**src/rtl/pid_pkg.sv**
```systemverilog
// pid_pkg: shared types and constants for the PID MAC sequencer.
//   state_t  - sequencer FSM encoding
//   *_W      - datapath widths (error, derivative, multiplier operands, accumulator)
//   sat_out  - clip an accumulator-scale value to the signed 16-bit output range
package pid_pkg;

  typedef enum logic [2:0] {
    S_IDLE,
    S_ERR,
    S_ISSUE_P,
    S_ISSUE_I,
    S_ISSUE_D,
    S_DRAIN,
    S_OUT
  } state_t;

  localparam int ACC_W = 48;
  localparam int E_W   = 17;
  localparam int D_W   = 18;
  localparam int A_W   = 25;
  localparam int B_W   = 18;
  localparam int G_W   = 16;
  localparam int OUT_W = 16;
  localparam int P_W   = A_W + B_W;

  localparam logic signed [ACC_W-1:0] OUT_MAX = 32767;
  localparam logic signed [ACC_W-1:0] OUT_MIN = -32768;

  // Returns {clipped, value}.
  function automatic logic [OUT_W:0] sat_out(input logic signed [ACC_W-1:0] v);
    if (v > OUT_MAX)
      return {1'b1, 16'h7fff};
    else if (v < OUT_MIN)
      return {1'b1, 16'h8000};
    else
      return {1'b0, v[OUT_W-1:0]};
  endfunction

endpackage

```
**src/rtl/pid_mult.sv**
```systemverilog
// pid_mult: signed 25x18 multiplier with LAT register stages and a matching
// valid pipe. Product appears LAT cycles after the operands are presented.
// Ports:
//   clk, rst       clock, synchronous active-high reset
//   in_valid, a, b operand pair (a 25b signed, b 18b signed)
//   out_valid      product valid
//   prod           43b signed product
module pid_mult
  import pid_pkg::*;
#(
  parameter int LAT = 2
) (
  input  logic                  clk,
  input  logic                  rst,
  input  logic                  in_valid,
  input  logic signed [A_W-1:0] a,
  input  logic signed [B_W-1:0] b,
  output logic                  out_valid,
  output logic signed [P_W-1:0] prod
);

  logic signed [P_W-1:0] p_pipe [LAT];
  logic        [LAT-1:0] v_pipe;

  always_ff @(posedge clk) begin
    if (rst) begin
      v_pipe <= '0;
      for (int k = 0; k < LAT; k++) p_pipe[k] <= '0;
    end else begin
      v_pipe[0] <= in_valid;
      p_pipe[0] <= a * b;
      for (int k = 1; k < LAT; k++) begin
        v_pipe[k] <= v_pipe[k-1];
        p_pipe[k] <= p_pipe[k-1];
      end
    end
  end

  assign out_valid = v_pipe[LAT-1];
  assign prod      = p_pipe[LAT-1];

endmodule

```
**src/rtl/pid_mac_sequencer.sv**
```systemverilog
// pid_mac_sequencer: one PID loop evaluated on a single shared pipelined
// multiplier. Each accepted start computes e = command - sensor, updates the
// integrator and derivative, issues the P, I and D products back to back and
// emits a saturated 16-bit result (acc >>> SHIFT).
//
// Build option: define PID_INTEG_CLAMP_EN to clamp the integrator to
// +/-INTEG_LIM (anti-windup); otherwise it saturates at the INTEG_W range.
//
// Ports:
//   clk, rst         clock, synchronous active-high reset
//   start            compute request pulse (accepted only when busy=0)
//   command, sensor  signed 16b setpoint / measurement
//   p, i, d          unsigned Q4.12 gains
//   clear_integ      zero integrator and previous error
//   busy             computation in progress, through the done cycle
//   done             one-cycle pulse, result/sat updated
//   result, sat      signed 16b output and clip flag, held until next done
//   start_drop       one-cycle pulse, start discarded while busy
//
// state     | meaning
// S_IDLE    | waiting for start
// S_ERR     | compute e, d, integrator; latch gains; issue P pair
// S_ISSUE_P | P pair at multiplier; issue I pair
// S_ISSUE_I | I pair at multiplier; issue D pair
// S_ISSUE_D | D pair at multiplier; arm drain counter
// S_DRAIN   | wait until the D product has landed in acc
// S_OUT     | scale, saturate, register result, pulse done
module pid_mac_sequencer
  import pid_pkg::*;
#(
  parameter int MULT_LAT  = 2,
  parameter int INTEG_W   = 24,
  parameter int SHIFT     = 12,
  parameter int INTEG_LIM = 2**20 - 1
) (
  input  logic        clk,
  input  logic        rst,
  input  logic        start,
  input  logic [15:0] command,
  input  logic [15:0] sensor,
  input  logic [15:0] p,
  input  logic [15:0] i,
  input  logic [15:0] d,
  input  logic        clear_integ,
  output logic        busy,
  output logic        done,
  output logic [15:0] result,
  output logic        sat,
  output logic        start_drop
);

  if (MULT_LAT < 1 || INTEG_LIM < 1) begin : g_param_check
    $error("pid_mac_sequencer: MULT_LAT and INTEG_LIM must be >= 1");
  end

  localparam int CNT_W = $clog2(MULT_LAT) + 1;
  localparam logic [CNT_W-1:0] DRAIN_INIT = CNT_W'(MULT_LAT - 1);

`ifdef PID_INTEG_CLAMP_EN
  localparam logic signed [INTEG_W:0] INT_HI = (INTEG_W+1)'(INTEG_LIM);
  localparam logic signed [INTEG_W:0] INT_LO = -INT_HI;
`else
  localparam logic signed [INTEG_W:0] INT_HI = (INTEG_W+1)'((longint'(1) <<< (INTEG_W-1)) - 1);
  localparam logic signed [INTEG_W:0] INT_LO = -INT_HI - 1;
`endif

  state_t                    state;
  logic signed [INTEG_W-1:0] integ;
  logic signed [E_W-1:0]     e_prev;
  logic signed [D_W-1:0]     d_q;
  logic        [G_W-1:0]     gain_i;
  logic        [G_W-1:0]     gain_d;
  logic signed [ACC_W-1:0]   acc;
  logic        [CNT_W-1:0]   drain_cnt;

  logic                      mult_v;
  logic signed [A_W-1:0]     mult_a;
  logic signed [B_W-1:0]     mult_b;
  logic                      mult_pv;
  logic signed [P_W-1:0]     mult_p;

  logic signed [15:0]        cmd_s;
  logic signed [15:0]        sen_s;
  logic signed [E_W-1:0]     e_now;
  logic signed [D_W-1:0]     d_now;
  logic signed [INTEG_W:0]   integ_sum;
  logic signed [INTEG_W-1:0] integ_next;

  always_comb begin
    cmd_s     = command;
    sen_s     = sensor;
    e_now     = E_W'(cmd_s) - E_W'(sen_s);
    d_now     = D_W'(e_now) - D_W'(e_prev);
    integ_sum = (INTEG_W+1)'(integ) + (INTEG_W+1)'(e_now);
    if (integ_sum > INT_HI)
      integ_next = INT_HI[INTEG_W-1:0];
    else if (integ_sum < INT_LO)
      integ_next = INT_LO[INTEG_W-1:0];
    else
      integ_next = integ_sum[INTEG_W-1:0];
  end

  pid_mult #(.LAT(MULT_LAT)) u_mult (
    .clk       (clk),
    .rst       (rst),
    .in_valid  (mult_v),
    .a         (mult_a),
    .b         (mult_b),
    .out_valid (mult_pv),
    .prod      (mult_p)
  );

  always_ff @(posedge clk) begin
    if (rst) begin
      state      <= S_IDLE;
      busy       <= 1'b0;
      done       <= 1'b0;
      result     <= '0;
      sat        <= 1'b0;
      start_drop <= 1'b0;
      integ      <= '0;
      e_prev     <= '0;
      d_q        <= '0;
      gain_i     <= '0;
      gain_d     <= '0;
      acc        <= '0;
      drain_cnt  <= '0;
      mult_v     <= 1'b0;
      mult_a     <= '0;
      mult_b     <= '0;
    end else begin
      done       <= 1'b0;
      mult_v     <= 1'b0;
      // busy stays high through the done cycle, so a start there is dropped too
      start_drop <= start && busy;
      if (mult_pv) acc <= acc + ACC_W'(mult_p);

      case (state)
        S_IDLE: begin
          if (start && !busy) begin
            state <= S_ERR;
            busy  <= 1'b1;
          end else begin
            busy  <= 1'b0;
          end
        end
        S_ERR: begin
          acc    <= '0;
          e_prev <= e_now;
          integ  <= integ_next;
          d_q    <= clear_integ ? '0 : d_now;
          gain_i <= i;
          gain_d <= d;
          mult_a <= A_W'(e_now);
          mult_b <= {2'b00, p};
          mult_v <= 1'b1;
          state  <= S_ISSUE_P;
        end
        S_ISSUE_P: begin
          mult_a <= A_W'(integ);
          mult_b <= {2'b00, gain_i};
          mult_v <= 1'b1;
          state  <= S_ISSUE_I;
        end
        S_ISSUE_I: begin
          mult_a <= A_W'(d_q);
          mult_b <= {2'b00, gain_d};
          mult_v <= 1'b1;
          state  <= S_ISSUE_D;
        end
        S_ISSUE_D: begin
          drain_cnt <= DRAIN_INIT;
          state     <= S_DRAIN;
        end
        S_DRAIN: begin
          // MULT_LAT cycles: the D product is accumulated on the last one
          if (drain_cnt == '0)
            state <= S_OUT;
          else
            drain_cnt <= drain_cnt - 1'b1;
        end
        S_OUT: begin
          {sat, result} <= sat_out(acc >>> SHIFT);
          done          <= 1'b1;
          state         <= S_IDLE;
        end
        default: state <= S_IDLE;
      endcase

      // Clear has priority over the ERR update of the same cycle.
      if (clear_integ) begin
        integ  <= '0;
        e_prev <= '0;
      end
    end
  end

endmodule

```
**config.mk**
```make
export PLATFORM = sky130hd
export DESIGN_NAME = pid_mac_sequencer
export DESIGN_NICKNAME = d
export VERILOG_FILES = /design/src/rtl/pid_pkg.sv /design/src/rtl/pid_mult.sv /design/src/rtl/pid_mac_sequencer.sv
export SDC_FILE = /design/constraint.sdc
export NUM_CORES = 2
export LEC_CHECK = 0
export BUFFER_PORTS_ARGS = -buffer_cell sky130_fd_sc_hd__buf_2
export CAP_MARGIN = 5
export CORE_MARGIN = 5
export CORE_UTILIZATION = 50
export DETAILED_ROUTE_END_ITERATION = 16
export PLACE_DENSITY = 0.72
export RECOVER_POWER = 25
export SLEW_MARGIN = 20
export SYNTH_ARGS = -nofsm -noshare
export SYNTH_HDL_FRONTEND = slang
export SYNTH_SLANG_ARGS = --single-unit
```
**constraint.sdc**
```tcl
create_clock -name clk -period 7 [get_ports clk]
set_clock_uncertainty 0.1 [all_clocks]
set_input_delay 1.05 -clock clk [delete_from_list [all_inputs] [get_ports clk]]
set_output_delay 1.05 -clock clk [all_outputs]
set_load 0.005 [all_outputs]
```
==> results.yml <==
run_status:
  run_status: "complete, but fails checks"
  violations: "capacitance limit, slew limit"
timing:
  grt_setup_unrepaired: "false"
  max_clock_freq_mhz: 151
  setup_total_negative_slack_ns: 0
  slew_violations: 159
  worst_hold_slack_ns: 0.331
  setup_ws_ns: 0.390
  hold_viol_final: 0
  timing.final.crit_share_pct: 94.4
  relSlewSlack_pct: -104
  final_period_minus_worst_setup_slack_ns: 6.61
  transition_time_at_the_pin_with_the_least_slew_margin_ns: 3.06
  finalSetupViolations: 0
synthesis:
  synth_compound_gate_area_share_pct: 13.0
  post_synth_xor_area_fraction_pct: 3.31
  most_frequent_cells_after_synthesis: "555 x inv_1, 424 x nand2_1, 382 x fa_1, 293 x dfxtp_1, 234 x nor2_1"
  synth_top_flop_cell: "dfxtp_1"
  post-synth-top-area-cell: "fa_1"
  avgSynthCellArea_um2: 8.55
  post_synthesis_register_bit_count: 293
  synth-simple-area-share_pct: 17.3
  synthAdderAreaFrac_pct: 34.9
  synthMostInstantiatedCell: "inv_1"
  synthesized_netlist_cell_count: 3439
  synth_enable_flop_cells: 0
  seq_area_frac_synth_pct: 20.0
  synth_top_cells_by_area: "fa_1 26%, dfxtp_1 20%, ha_1 8.9%"
  synth.yosys.warnings: 0
  async_flop_share_pct: 0
  syn-cell-area_um2: 29400
  synth_cell_types: 85
  synth_top_family_by_area: "adder cells"
  synth.mux.area_fraction_pct: 2.46
  synth.top_cell.area_share_pct: 26.0
  mappedNetlistNets: 4114
placement:
  portBuffers: 103
  placed_cells_incl_taps: 4225
  post-place-ws_ns: 0.157
  detailed_place_hpwl_um: 52800
  globalplace.congestion: 0.904
  placed_area_um2: 30800
route:
  routed-wl-met3_um: 3360
  drc: 0
  highest_layer: "met4"
  wire_per_inst_um: 15.4
  length_of_routed_met2_wiring_um: 30600
  finalWirelength_um: 66100
  detail_route.wirelength.met1_um: 30700
  via_count: 22500
  post_drt_via_cell_ratio: 5.24
  final_ant_viol_nets: 0
  dr.first_iter.drc_count: 1277
  first_pass_drt_iterations: 5
global_routing:
  grt_resource_usage_total_pct: 21.0
  grt_pass1_vias: 22800
  grt_pass1_wl_um: 113000
  grt_max_degree: 68
  antenna_found_initial: 0
  globalRouteOverflowTotal: 0
clock_tree:
  htreeDepth: 2
  clock-root-buffer: "clkbuf_16"
  clock_insertion_delay_worst_skew_ns: 0.54
  post_cts_buffers: 0
  cts.path.max_buffers: 3
  tritoncts: "built"
  cts-buffers-inserted: 35
  cts_sinks: 293
  reg_clk_slew_reported_paths_ns: 0.06
power:
  power_mw: 7.43
  power_per_cell_area_nw_per_um2: 232
  ir_drop_mv: 0.185
  p_leak_nw: 15.3
worst_setup_path:
  crit_path_start_kind: "flop"
  timing.critical_path.slowest_stage_cell: "fa_1"
  worstPathCellList: "buf_4 -> and2_1 -> fa_1 -> inv_1 -> fa_1 -> fa_1 -> inv_1 -> fa_1 -> fa_1 -> inv_1 -> fa_1 -> inv_1 -> ha_1 -> buf_4 -> nand4_1 -> nor2_1 -> o211ai_1 -> a21oi_1 -> o21ai_1 -> a31oi_1 -> nor3_1 -> o21ai_0 -> xor2_1 -> nor2b_1"
  cp_data_arrival_time_ns: 6.91
  critical_path_required_ns: 7.30
  cp_top_family: "adder cells"
  crit_path_max_incr_delay_ns: 0.58
  reg2reg_depth: 24
  critical_path.max_fanout: 16
  instance_count_on_the_critical_path: 24
  critPathKind: "reg2reg"
  setup.worst_path.end_class: "flop"
  path_buf_inv: 6
  most_common_cell_type_on_the_critical_path: "fa_1"
cells_and_area:
  syn2layout_area_growth_pct: 8.78
  layout.nets: 4172
  insertedDiodeCount: 0
  utilization_pct: 55.2
  fraction_of_layout_cells_with_a_size_suffix_above_1_pct: 8.49
  postLayoutCellArea_um2: 32000
  stdcell_count: 4288
flow_run:
  drv_cap: 3
floorplan:
  die_area_um2: 63700
  floorplan.io_pins: 104
  die-height_um: 252
  placeableCoreArea_um2: 57900
  std_cell_rows: 88
  initial_core_utilization_pct: 50.8
  die-width_um: 252
worst_hold_path:
  hold_path.class: "reg2reg"
  whs_path_depth: 1
state kept, by name (all words and copies together) (netlist names):
register,cells
mult_v,1
state,3
acc,48
start_drop,1
busy,1
e_prev,17
gain_d,16
u_mult.p_pipe,86
done,1
d_q,18
gain_i,16
mult_b,16
integ,24
sat,1
mult_a,24
result,16
drain_cnt,2
u_mult.v_pipe,2
layer usage:
layer  vias to the layer above  GRT usage, %
met5                         -             0
met4                         0          4.89
met3                        98          3.09
met2                       500          34.7
met1                     10800          29.4
li1                      11000             -
worst register-to-register path, cell delays in order, from the launching register on:
cell and delay (ns):
dfxtp_1 0.35, buf_4 0.20, and2_1 0.19, fa_1 0.53
inv_1 0.05, fa_1 0.50, fa_1 0.58, inv_1 0.07
fa_1 0.46, fa_1 0.54, inv_1 0.05, fa_1 0.53
inv_1 0.04, ha_1 0.30, buf_4 0.14, nand4_1 0.14
nor2_1 0.23, o211ai_1 0.20, a21oi_1 0.33, o21ai_1 0.15
a31oi_1 0.28, nor3_1 0.10, o21ai_0 0.21, xor2_1 0.08
nor2b_1 0.13
final timing paths:
kind / from / to / slack [ns]
setup reg to reg: mult_b[8]$_SDFFE_PP0P_ / u_mult.p_pipe[0][40]$_SDFF_PP0_ / 0.39
hold / removal: u_mult.p_pipe[0][14]$_SDFF_PP0_ / u_mult.p_pipe[0][57]$_SDFF_PP0_ / 0.33
setup / recovery: mult_b[8]$_SDFFE_PP0P_ / u_mult.p_pipe[0][40]$_SDFF_PP0_ / 0.39
hold reg to reg: u_mult.p_pipe[0][14]$_SDFF_PP0_ / u_mult.p_pipe[0][57]$_SDFF_PP0_ / 0.33
final cells by class:
class                   count  area, um^2
clock buffers              45         985
well taps                 765         957
clock inverters            18         158
flip-flops and latches    293        5890
multi-input cells        2438       20900
fillers                  5263       25900
repair buffers            174        1030
inverters                 555        2080
where the power goes:
group	internal [mW]	switching, mW
clock network	1.05	0.734
registers	1.87	0.196
logic	1.48	2.11
total	4.39	3.04
kinds of logic (layout without fill, tap and decap cells):
group	Yosys count	after routing
compound gates	581	581
simple gates	1083	1083
xor+xnor	111	111
flops	293	293
fa+ha+maj	591	591
mux	72	72
buf+inv	708	792
cells in the final DEF (no fill, tap or decap), types with 11 or more instances in the layout:
| cell | synthesis | layout |
|---|---|---|
| clkbuf_16 | 0 | 36 |
| o21a_1 | 25 | 25 |
| dfxtp_1 | 293 | 277 |
| o21bai_1 | 15 | 15 |
| a211oi_1 | 24 | 24 |
| ha_1 | 209 | 209 |
| o21ai_0 | 99 | 98 |
| a21o_1 | 64 | 64 |
| inv_1 | 555 | 555 |
| xnor2_1 | 69 | 69 |
| and2_1 | 172 | 172 |
| fa_1 | 382 | 382 |
| a21boi_0 | 11 | 11 |
| nand3_1 | 24 | 24 |
| buf_4 | 0 | 70 |
| o211ai_1 | 28 | 28 |
| xor2_1 | 42 | 42 |
| nor3_1 | 53 | 53 |
| mux2i_1 | 71 | 71 |
| a31oi_1 | 13 | 13 |
| a21oi_1 | 198 | 198 |
| clkbuf_1 | 135 | 16 |
| nor2_1 | 234 | 231 |
| a21oi_2 | 21 | 21 |
| nand4_1 | 16 | 16 |
| nor2b_1 | 79 | 78 |
| nand2b_1 | 28 | 27 |
| o31ai_1 | 13 | 12 |
| nand2_1 | 424 | 424 |
| buf_2 | 3 | 92 |
| dfxtp_2 | 0 | 16 |
what timing repair did:
item                                    in CTS  in global routing
hold buffers                                 0                  0
gates resized for setup                      0                 15
endpoints found under the setup margin       0                  7
(Power assumes the default switching activity.)
